`config.mk`:
```
export PLATFORM = sky130hd
export DESIGN_NAME = fetch_buffer_unit
export DESIGN_NICKNAME = d
export VERILOG_FILES = /design/src/rtl/fetch_buffer_unit_pkg.sv /design/src/rtl/fetch_queue.sv /design/src/rtl/fetch_buffer_unit.sv
export SDC_FILE = /design/constraint.sdc
export NUM_CORES = 1
export LEC_CHECK = 0
export BUFFER_PORTS_ARGS = -buffer_cell sky130_fd_sc_hd__buf_2
export CORE_ASPECT_RATIO = 0.75
export CORE_MARGIN = 2
export CORE_UTILIZATION = 25
export DETAILED_ROUTE_END_ITERATION = 12
export GPL_TIMING_DRIVEN = 0
export PLACE_DENSITY = 0.42
export SYNTH_ARGS = -nofsm -noshare
export SYNTH_HDL_FRONTEND = slang
export SYNTH_SLANG_ARGS = --single-unit
```
`constraint.sdc`:
```
create_clock -name clock -period 3.85 [get_ports clock]
set_clock_uncertainty 0.15 [all_clocks]
set_input_delay 0 -clock clock [delete_from_list [all_inputs] [get_ports clock]]
set_output_delay 0 -clock clock [all_outputs]
set_load 0.02 [all_outputs]
```
`src/rtl/fetch_buffer_unit_pkg.sv`:
```
// Shared fetch-side definitions: datapath widths, PC stride, FSM encoding and
// the queue entry layout.
package fetch_buffer_unit_pkg;

  localparam int XLEN = 32;
  localparam int ILEN = 32;
  localparam logic [XLEN-1:0] PC_INC = 32'd4;

  typedef enum logic [1:0] {
    S_IDLE = 2'd0,
    S_WAIT = 2'd1,
    S_DROP = 2'd2
  } fetch_state_e;

  typedef struct packed {
    logic [XLEN-1:0] pc;
    logic [ILEN-1:0] inst;
  } fetch_entry_t;

  function automatic logic [XLEN-1:0] align_pc(input logic [XLEN-1:0] pc);
    return pc & ~32'h3;
  endfunction

endpackage

```
`src/rtl/fetch_queue.sv`:
```
// Small circular FIFO of fetched {pc, instruction} pairs; flush clears it in
// one cycle and takes precedence over push/pop.
module fetch_queue #(
  parameter int DEPTH = 4,
  parameter int WIDTH = 64,
  localparam int PTR_W = $clog2(DEPTH),
  localparam int CNT_W = PTR_W + 1
) (
  input  logic             clock,
  input  logic             reset,
  input  logic             push,
  input  logic [WIDTH-1:0] push_data,
  input  logic             pop,
  input  logic             flush,
  output logic [CNT_W-1:0] count,
  output logic [WIDTH-1:0] head
);

  localparam logic [CNT_W-1:0] FULL_CNT = CNT_W'(DEPTH);

  logic [WIDTH-1:0] mem_q [DEPTH];
  logic [PTR_W-1:0] rd_ptr_q, rd_ptr_d;
  logic [PTR_W-1:0] wr_ptr_q, wr_ptr_d;
  logic [CNT_W-1:0] count_q, count_d;
  logic             push_ok;
  logic             pop_ok;

  // Guard against misuse so the pointers can never cross each other.
  assign push_ok = push && !flush && (count_q != FULL_CNT);
  assign pop_ok  = pop && !flush && (count_q != '0);

  always_comb begin
    rd_ptr_d = rd_ptr_q;
    wr_ptr_d = wr_ptr_q;
    count_d  = count_q;
    if (flush) begin
      rd_ptr_d = '0;
      wr_ptr_d = '0;
      count_d  = '0;
    end else begin
      if (push_ok) wr_ptr_d = wr_ptr_q + PTR_W'(1);
      if (pop_ok)  rd_ptr_d = rd_ptr_q + PTR_W'(1);
      case ({push_ok, pop_ok})
        2'b10:   count_d = count_q + CNT_W'(1);
        2'b01:   count_d = count_q - CNT_W'(1);
        default: count_d = count_q;
      endcase
    end
  end

  always_ff @(posedge clock) begin
    if (reset) begin
      rd_ptr_q <= '0;
      wr_ptr_q <= '0;
      count_q  <= '0;
    end else begin
      rd_ptr_q <= rd_ptr_d;
      wr_ptr_q <= wr_ptr_d;
      count_q  <= count_d;
    end
  end

  always_ff @(posedge clock) begin
    if (push_ok) mem_q[wr_ptr_q] <= push_data;
  end

  assign count = count_q;
  assign head  = mem_q[rd_ptr_q];

endmodule

```
`src/rtl/fetch_buffer_unit.sv`:
```
// Instruction fetch front end: one outstanding memory request at a time,
// responses queued for the execute stage, redirects flush and refetch.
module fetch_buffer_unit
  import fetch_buffer_unit_pkg::*;
#(
  parameter int              DEPTH    = 4,
  parameter logic [XLEN-1:0] RESET_PC = 32'h0000_0000
) (
  input  logic            clock,
  input  logic            reset,
  input  logic            redirect_valid,
  input  logic [XLEN-1:0] redirect_pc,
  output logic            imem_req,
  output logic [XLEN-1:0] imem_addr,
  input  logic            imem_ack,
  input  logic [ILEN-1:0] imem_data,
  output logic            inst_valid,
  input  logic            inst_ready,
  output logic [ILEN-1:0] inst_out,
  output logic [XLEN-1:0] inst_pc
);

  localparam int CNT_W = $clog2(DEPTH) + 1;
  localparam logic [CNT_W-1:0] FULL_CNT = CNT_W'(DEPTH);
  localparam logic [CNT_W:0]   FULL_CNT_WIDE = (CNT_W + 1)'(DEPTH);

  fetch_state_e     state_q, state_d;
  logic [XLEN-1:0]  fetch_pc_q, fetch_pc_d;
  logic [XLEN-1:0]  imem_addr_q, imem_addr_d;

  logic             q_push;
  logic             q_pop;
  logic             q_flush;
  logic [CNT_W-1:0] q_count;
  fetch_entry_t     q_head;
  fetch_entry_t     q_push_data;
  logic [CNT_W:0]   count_after;

  assign q_flush     = redirect_valid;
  assign q_pop       = inst_valid && inst_ready && !redirect_valid;
  assign q_push_data = '{pc: imem_addr_q, inst: imem_data};

  // Occupancy as it will be after this cycle's push and pop.
  assign count_after = {1'b0, q_count} + {{CNT_W{1'b0}}, 1'b1}
                     - {{CNT_W{1'b0}}, q_pop};

  always_comb begin
    state_d     = state_q;
    fetch_pc_d  = fetch_pc_q;
    imem_addr_d = imem_addr_q;
    q_push      = 1'b0;
    case (state_q)
      S_IDLE: begin
        if (redirect_valid) begin
          fetch_pc_d = align_pc(redirect_pc);
        end else if (q_count < FULL_CNT) begin
          state_d     = S_WAIT;
          imem_addr_d = fetch_pc_q;
        end
      end
      S_WAIT: begin
        if (redirect_valid) begin
          // A same-cycle ack retires the stale request; otherwise drain it.
          fetch_pc_d = align_pc(redirect_pc);
          state_d    = imem_ack ? S_IDLE : S_DROP;
        end else if (imem_ack) begin
          q_push     = 1'b1;
          fetch_pc_d = fetch_pc_q + PC_INC;
          if (count_after < FULL_CNT_WIDE) begin
            state_d     = S_WAIT;
            imem_addr_d = fetch_pc_q + PC_INC;
          end else begin
            state_d = S_IDLE;
          end
        end
      end
      S_DROP: begin
        if (redirect_valid) fetch_pc_d = align_pc(redirect_pc);
        if (imem_ack) state_d = S_IDLE;
      end
      default: state_d = S_IDLE;
    endcase
  end

  always_ff @(posedge clock) begin
    if (reset) begin
      state_q     <= S_IDLE;
      fetch_pc_q  <= RESET_PC;
      imem_addr_q <= RESET_PC;
    end else begin
      state_q     <= state_d;
      fetch_pc_q  <= fetch_pc_d;
      imem_addr_q <= imem_addr_d;
    end
  end

  fetch_queue #(
    .DEPTH (DEPTH),
    .WIDTH (XLEN + ILEN)
  ) u_fetch_queue (
    .clock     (clock),
    .reset     (reset),
    .push      (q_push),
    .push_data (q_push_data),
    .pop       (q_pop),
    .flush     (q_flush),
    .count     (q_count),
    .head      (q_head)
  );

  assign imem_req   = (state_q != S_IDLE);
  assign imem_addr  = imem_addr_q;
  assign inst_valid = (q_count != '0);
  assign inst_out   = inst_valid ? q_head.inst : '0;
  assign inst_pc    = inst_valid ? q_head.pc   : '0;

endmodule

```
== Yosys cells after proc, flatten, opt, wreduce, memory -nomap -nowiden ==
Memory sizes are Yosys's and may differ from the RTL's. A register that Yosys moved wholly into a read port is not among the register bits.
Index checks and enable logic that the tools add are counted.

* Flip-flop bits (word level): 73
* RAM bits: 256
* Output and inout port bits: 98
* Input port bits: 69
* Memories: 1
* Logic and storage cells: 75

{| class="wikitable"
|+ Memory list
! memory !! words !! width !! read ports !! clocked after memory_dff !! wr ports !! line !! RTL
|-
| u_fetch_queue.mem_q || 4 || 64 || 1 || 1 || 1 || fetch_queue.sv:21 || <nowiki>logic [WIDTH-1:0] mem_q [DEPTH];</nowiki>
|}

* Reductions and logical operators: 18
* $lt $le $gt $ge: 2
* Equality and inequality tests: 13
* Mux-type cells: 28
* Add/subtract/negate cells: 7

{| class="wikitable"
|+ Operator list
! cell !! number
|-
| 2-to-1 mux 32 bit || 10
|-
| one-hot mux 32 bit (2 select lines) || 2
|-
| adder 32 x 3 -> 32 bit (second input constant) || 1
|-
| 2-to-1 mux 2 bit || 8
|-
| inequality test 2 bit (second input constant) || 6
|-
| nonzero test 2 bit || 4
|-
| logical AND 1 bit || 6
|-
| 2-to-1 mux 1 bit || 6
|-
| inequality test 3 bit (second input constant) || 2
|-
| one-hot mux 2 bit (3 select lines) || 1
|-
| one-hot mux 3 bit (2 select lines) || 1
|-
| AND reduction 6 bit || 1
|-
| adder 2 x 1 -> 2 bit (second input constant) || 2
|-
| adder 3 x 1 -> 4 bit (second input constant) || 1
|-
| equality test 2 x 1 -> 1 bit (second input constant) || 2
|-
| equality test 2 bit (second input constant) || 2
|-
| < comparator 4 x 3 -> 1 bit (second input constant) || 1
|-
| AND reduction 4 bit || 1
|-
| OR reduction 2 bit || 2
|-
| subtractor 4 x 1 -> 4 bit || 1
|-
| adder 3 x 1 -> 3 bit (second input constant) || 1
|-
| < comparator 3 bit (second input constant) || 1
|-
| AND reduction 3 bit || 1
|-
| nonzero test 3 bit || 1
|-
| other kinds (4) || 4
|}

== Depth between registers and ports, before layout ==
* Word-level depth: 9
* Mapped depth: 11
* Gate-level depth less buffers: 10

== Modules after synthesis ==
A second synthesis with hierarchy kept.

* Cells, all modules: 961
* Area total of the unflattened synthesis: 14092.3 µm²

{| class="wikitable"
|+ Modules (own cells, without submodules)
! module !! seq. area each (µm²) !! instances !! cells an instance !! area each (µm²)
|-
| fetch_queue || 7867.5 || 1 || 390 || 9839.4
|-
| fetch_buffer_unit || 1241.2 || 1 || 571 || 4252.8
|}

== Worst setup path after synthesis ==
OpenSTA, ideal clock, no wires.

* Kind: reg2reg
* Start: register state_q[1]
* End: memory u_fetch_queue.mem_q[1][0], enable pin
* Setup slack: 465 ps
* Arrival: 2809 ps
* Library setup time: 426 ps
* Period minus slack after synthesis: 3385 ps
* Cell stages (with the launch flop): 6
* Required time: 3274 ps
* Buffers on the path: 1
* Cell sequence: dfxtp_1 nand2b_1 or3_1 clkbuf_1 a31oi_1 and2_1

* Longest elaborated chain between the ends: 6

{| class="wikitable"
|+ RTL lines
! element !! line !! RTL
|-
| start: declaration || fetch_buffer_unit.sv:27 || <nowiki>fetch_state_e state_q, state_d;</nowiki>
|-
| start signal: assignment || fetch_buffer_unit.sv:91 || <nowiki>state_q <= state_d;</nowiki>
|-
| equality test 2 x 1 -> 1 bit || fetch_buffer_unit.sv:52 || <nowiki>case (state_q)</nowiki>
|-
| 2-to-1 mux 1 bit || fetch_buffer_unit.sv:52 ||
|-
| logical AND 1 bit (2 in series) || fetch_queue.sv:29 || <nowiki>assign push_ok = push && !flush && (count_q != FULL_CNT);</nowiki>
|-
| 2-to-1 mux 1 bit || fetch_queue.sv:64 || <nowiki>if (push_ok) mem_q[wr_ptr_q] <= push_data;</nowiki>
|-
| 2-to-1 mux 1 bit (implied by the code) || fetch_queue.sv:64 ||
|-
| end: declaration || fetch_queue.sv:21 ||
|}

No other way between the ends.

== Final worst setup path ==
* Start: register state_q[0]
* End: memory u_fetch_queue.mem_q[1][16], enable pin

Same word-level chain as after synthesis.

==> run summary <==
Critical path endpoint category - register
H-tree levels - 2
Placed cell count - 1809
Post-synth EDFFs - 248
CTS sink cnt - 319
Initial antenna violation count - 0
CTS tree - done
Layout cell share with drive strength beyond 1 - 25.5%
Global placer's final weighted congestion - 0.838
Non-Filler Instances - 1946
Yosys top cell by area - edfxtp_1
Synth top cells by count - edfxtp_1, dfxtp_1, nor2b_1, mux4_2, clkbuf_1
Period utilization - 83.3%
Post-Syn Area per Cell - 14.5 um^2
Initial Utilization - 25.4%
Arr. time, crit path - 3.29 ns
Max-slew violations - 0
Mapped Area - 13500 um^2
Fin Hold WS - 0.0527 ns
Chip Height - 205 um
Port Buffers - 159
Fmax - 312 MHz
Slew @ Worst Pin - 1.12 ns
Final min period - 3.21 ns
Worst vdd ir - 239 uV
Final HPWL DP - 25.7 mm
Max-Cap Viols - 0
Worst-Skew Late Latency - 0.55 ns
Initial DRT Pass Iterations - 5
Synth top area cells - edfxtp_1, dfxtp_1, mux4_2
Pwr Density - 453 nW/um^2
Async SR Flop Fraction - 0%
Final #Nets - 1281
Iter 0 DRT Violations - 649
Gr usage total - 13.6%
Distinct cell type count after synthesis - 61
Yosys top cell area share - 55.3%
Sequential fraction of the synthesis area - 65.9%
Hold Path Class - primary input to register
# rows - 73
DRC viols - 0
Worst-path fanout max - 34
# diodes - 0
Vias - 8735
Run status - completed
Register bit count reported by yosys - 319
Chip width - 272 um
First-pass GRT wire length - 56.5 mm
Cell count after synthesis - 930
Slew headroom - 25.2%
Top FF cell, synth - edfxtp_1
DR vias/cell - 4.49
Area Overhead vs Synth - 27.5%
Post-DR wirelength/cell - 19.6 um
Clock buffer depth - 3
Global route total overflow - 0
Critical Path Start Type - register
Largest net degree at the start of global routing - 42
Total power - 0.00778 W
CTS buffer count - 37
Post-layout util - 32.3%
Wirelength, routed - 38.1 mm
LEAKAGE - 5.82 nW
CTS Root Cell - clkbuf_16
Critical path class - register to register
Antenna Nets Post-Route - 0
Fin. Hold Viols - 0
Clk slew on worst S/H paths - 0.06 ns
WP data required - 3.93 ns
Core area - 53100 um^2
Num ports - 167
Vias in the first global route - 8834
Unrepaired setup endpoints after global routing - no
Most common cell in the netlist - edfxtp_1
Final setup violation count - 0
Die area - 55700 um^2
Yosys Warn Count - 0
[state kept, by name, summed over array words and instances, names as in the netlist, named ones only]
register,count
u_fetch_queue.mem_q,248
u_fetch_queue.wr_ptr_q,2
u_fetch_queue.rd_ptr_q,2
u_fetch_queue.count,3
imem_addr,30
state_q,2
fetch_pc_q,30
[repair_timing]
item,4_1_cts,5_1_grt
resized for setup,0,0
hold endpoints to repair,166,0
buffers inserted,0,0
setup endpoints to repair,0,0
hold buffers,69,0
[metal layers]
metal	global-route usage, %	part of all wire, %
met4	3.73	1.7
met1	19.2	48
met2	21.1	45
met3	2.86	5.6
met5	0	0
[stage by stage]
stage	setup WS, ns	TNS [ns]	cell area [um^2]
floorplan	0.465	0	13500
global placement	-1.38	-324.42	15200
detailed placement	0.606	0	15300
CTS	0.608	0	17200
global route	0.410	0	17200
finish	0.643	0	17200
[worst max-delay path, cell delays in order, from the launching register on]
cell	delay, ns
dfxtp_1	0.40
nand2b_1	0.11
or3_1	0.31
clkbuf_1	0.27
a31oi_1	0.64
and2_4	0.69
buf_12	0.30
[where the power goes]
| part | internal, W | switching (W) |
|---|---|---|
| combinational | 0.000193 | 0.000270 |
| clock | 0.00200 | 0.00146 |
| sequential | 0.00378 | 0.0000822 |
| total | 0.00597 | 0.00181 |
[layout make-up]
| class | count | area (um^2) |
|---|---|---|
| fillers | 5320 | 35900 |
| flip-flops and latches | 319 | 8870 |
| multi-input cells | 528 | 4250 |
| repair buffers | 233 | 1600 |
| clock buffers | 45 | 956 |
| well taps | 712 | 891 |
| plain buffers | 75 | 324 |
| clock inverters | 23 | 234 |
| inverters | 11 | 41.3 |
[cells in the final DEF, fill, tap and decap left out, types with 4 or more instances in the layout]
master	instances
xnor2_1	24
nor2b_1	65
inv_1	11
dfxtp_1	71
nand2_1	46
nor3_1	23
a21oi_1	38
mux4_2	62
or3_1	8
and2_1	7
ha_1	6
nand3_1	19
a211oi_1	13
a32oi_1	6
clkbuf_1	62
and4_1	4
edfxtp_1	248
a21o_1	6
or4_1	6
mux2i_1	5
a31oi_1	9
nand4_1	8
conb_1	4
clkinv_2	6
o31ai_1	4
clkinv_1	4
xor2_1	8
a22oi_1	5
dlygate4sd3_1	69
clkbuf_16	37
nor2_1	51
and2_4	4
nor4_1	16
buf_4	7
o21ai_0	36
buf_2	172
[path summary, 6_finish.rpt]
path	from	to	slack, ns	depth (start not counted)
hold reg to reg	imem_addr[6]	u_fetch_queue.mem_q[3][38]	0.39	0
setup / recovery	state_q[0]	u_fetch_queue.mem_q[1][16]	0.64	6
setup reg to reg	state_q[0]	u_fetch_queue.mem_q[1][16]	0.64	6
hold / removal	imem_data[30]	u_fetch_queue.mem_q[1][30]	0.05	2
[cells by family (layout without fill, tap and decap cells)]
logic type,after synthesis,count (layout),synth area share (%)
other,1,4,0.0279
adder cells (fa/ha/maj),7,7,0.707
multiplexers,68,68,10.8
AND/OR/NAND/NOR,276,276,11.0
XOR/XNOR,32,32,2.08
AO/OA/AOI/OAI,141,141,6.74
flip-flops,319,319,65.9
buffers and inverters,86,387,2.71
No activity file was read; power rests on OpenSTA's default activity.
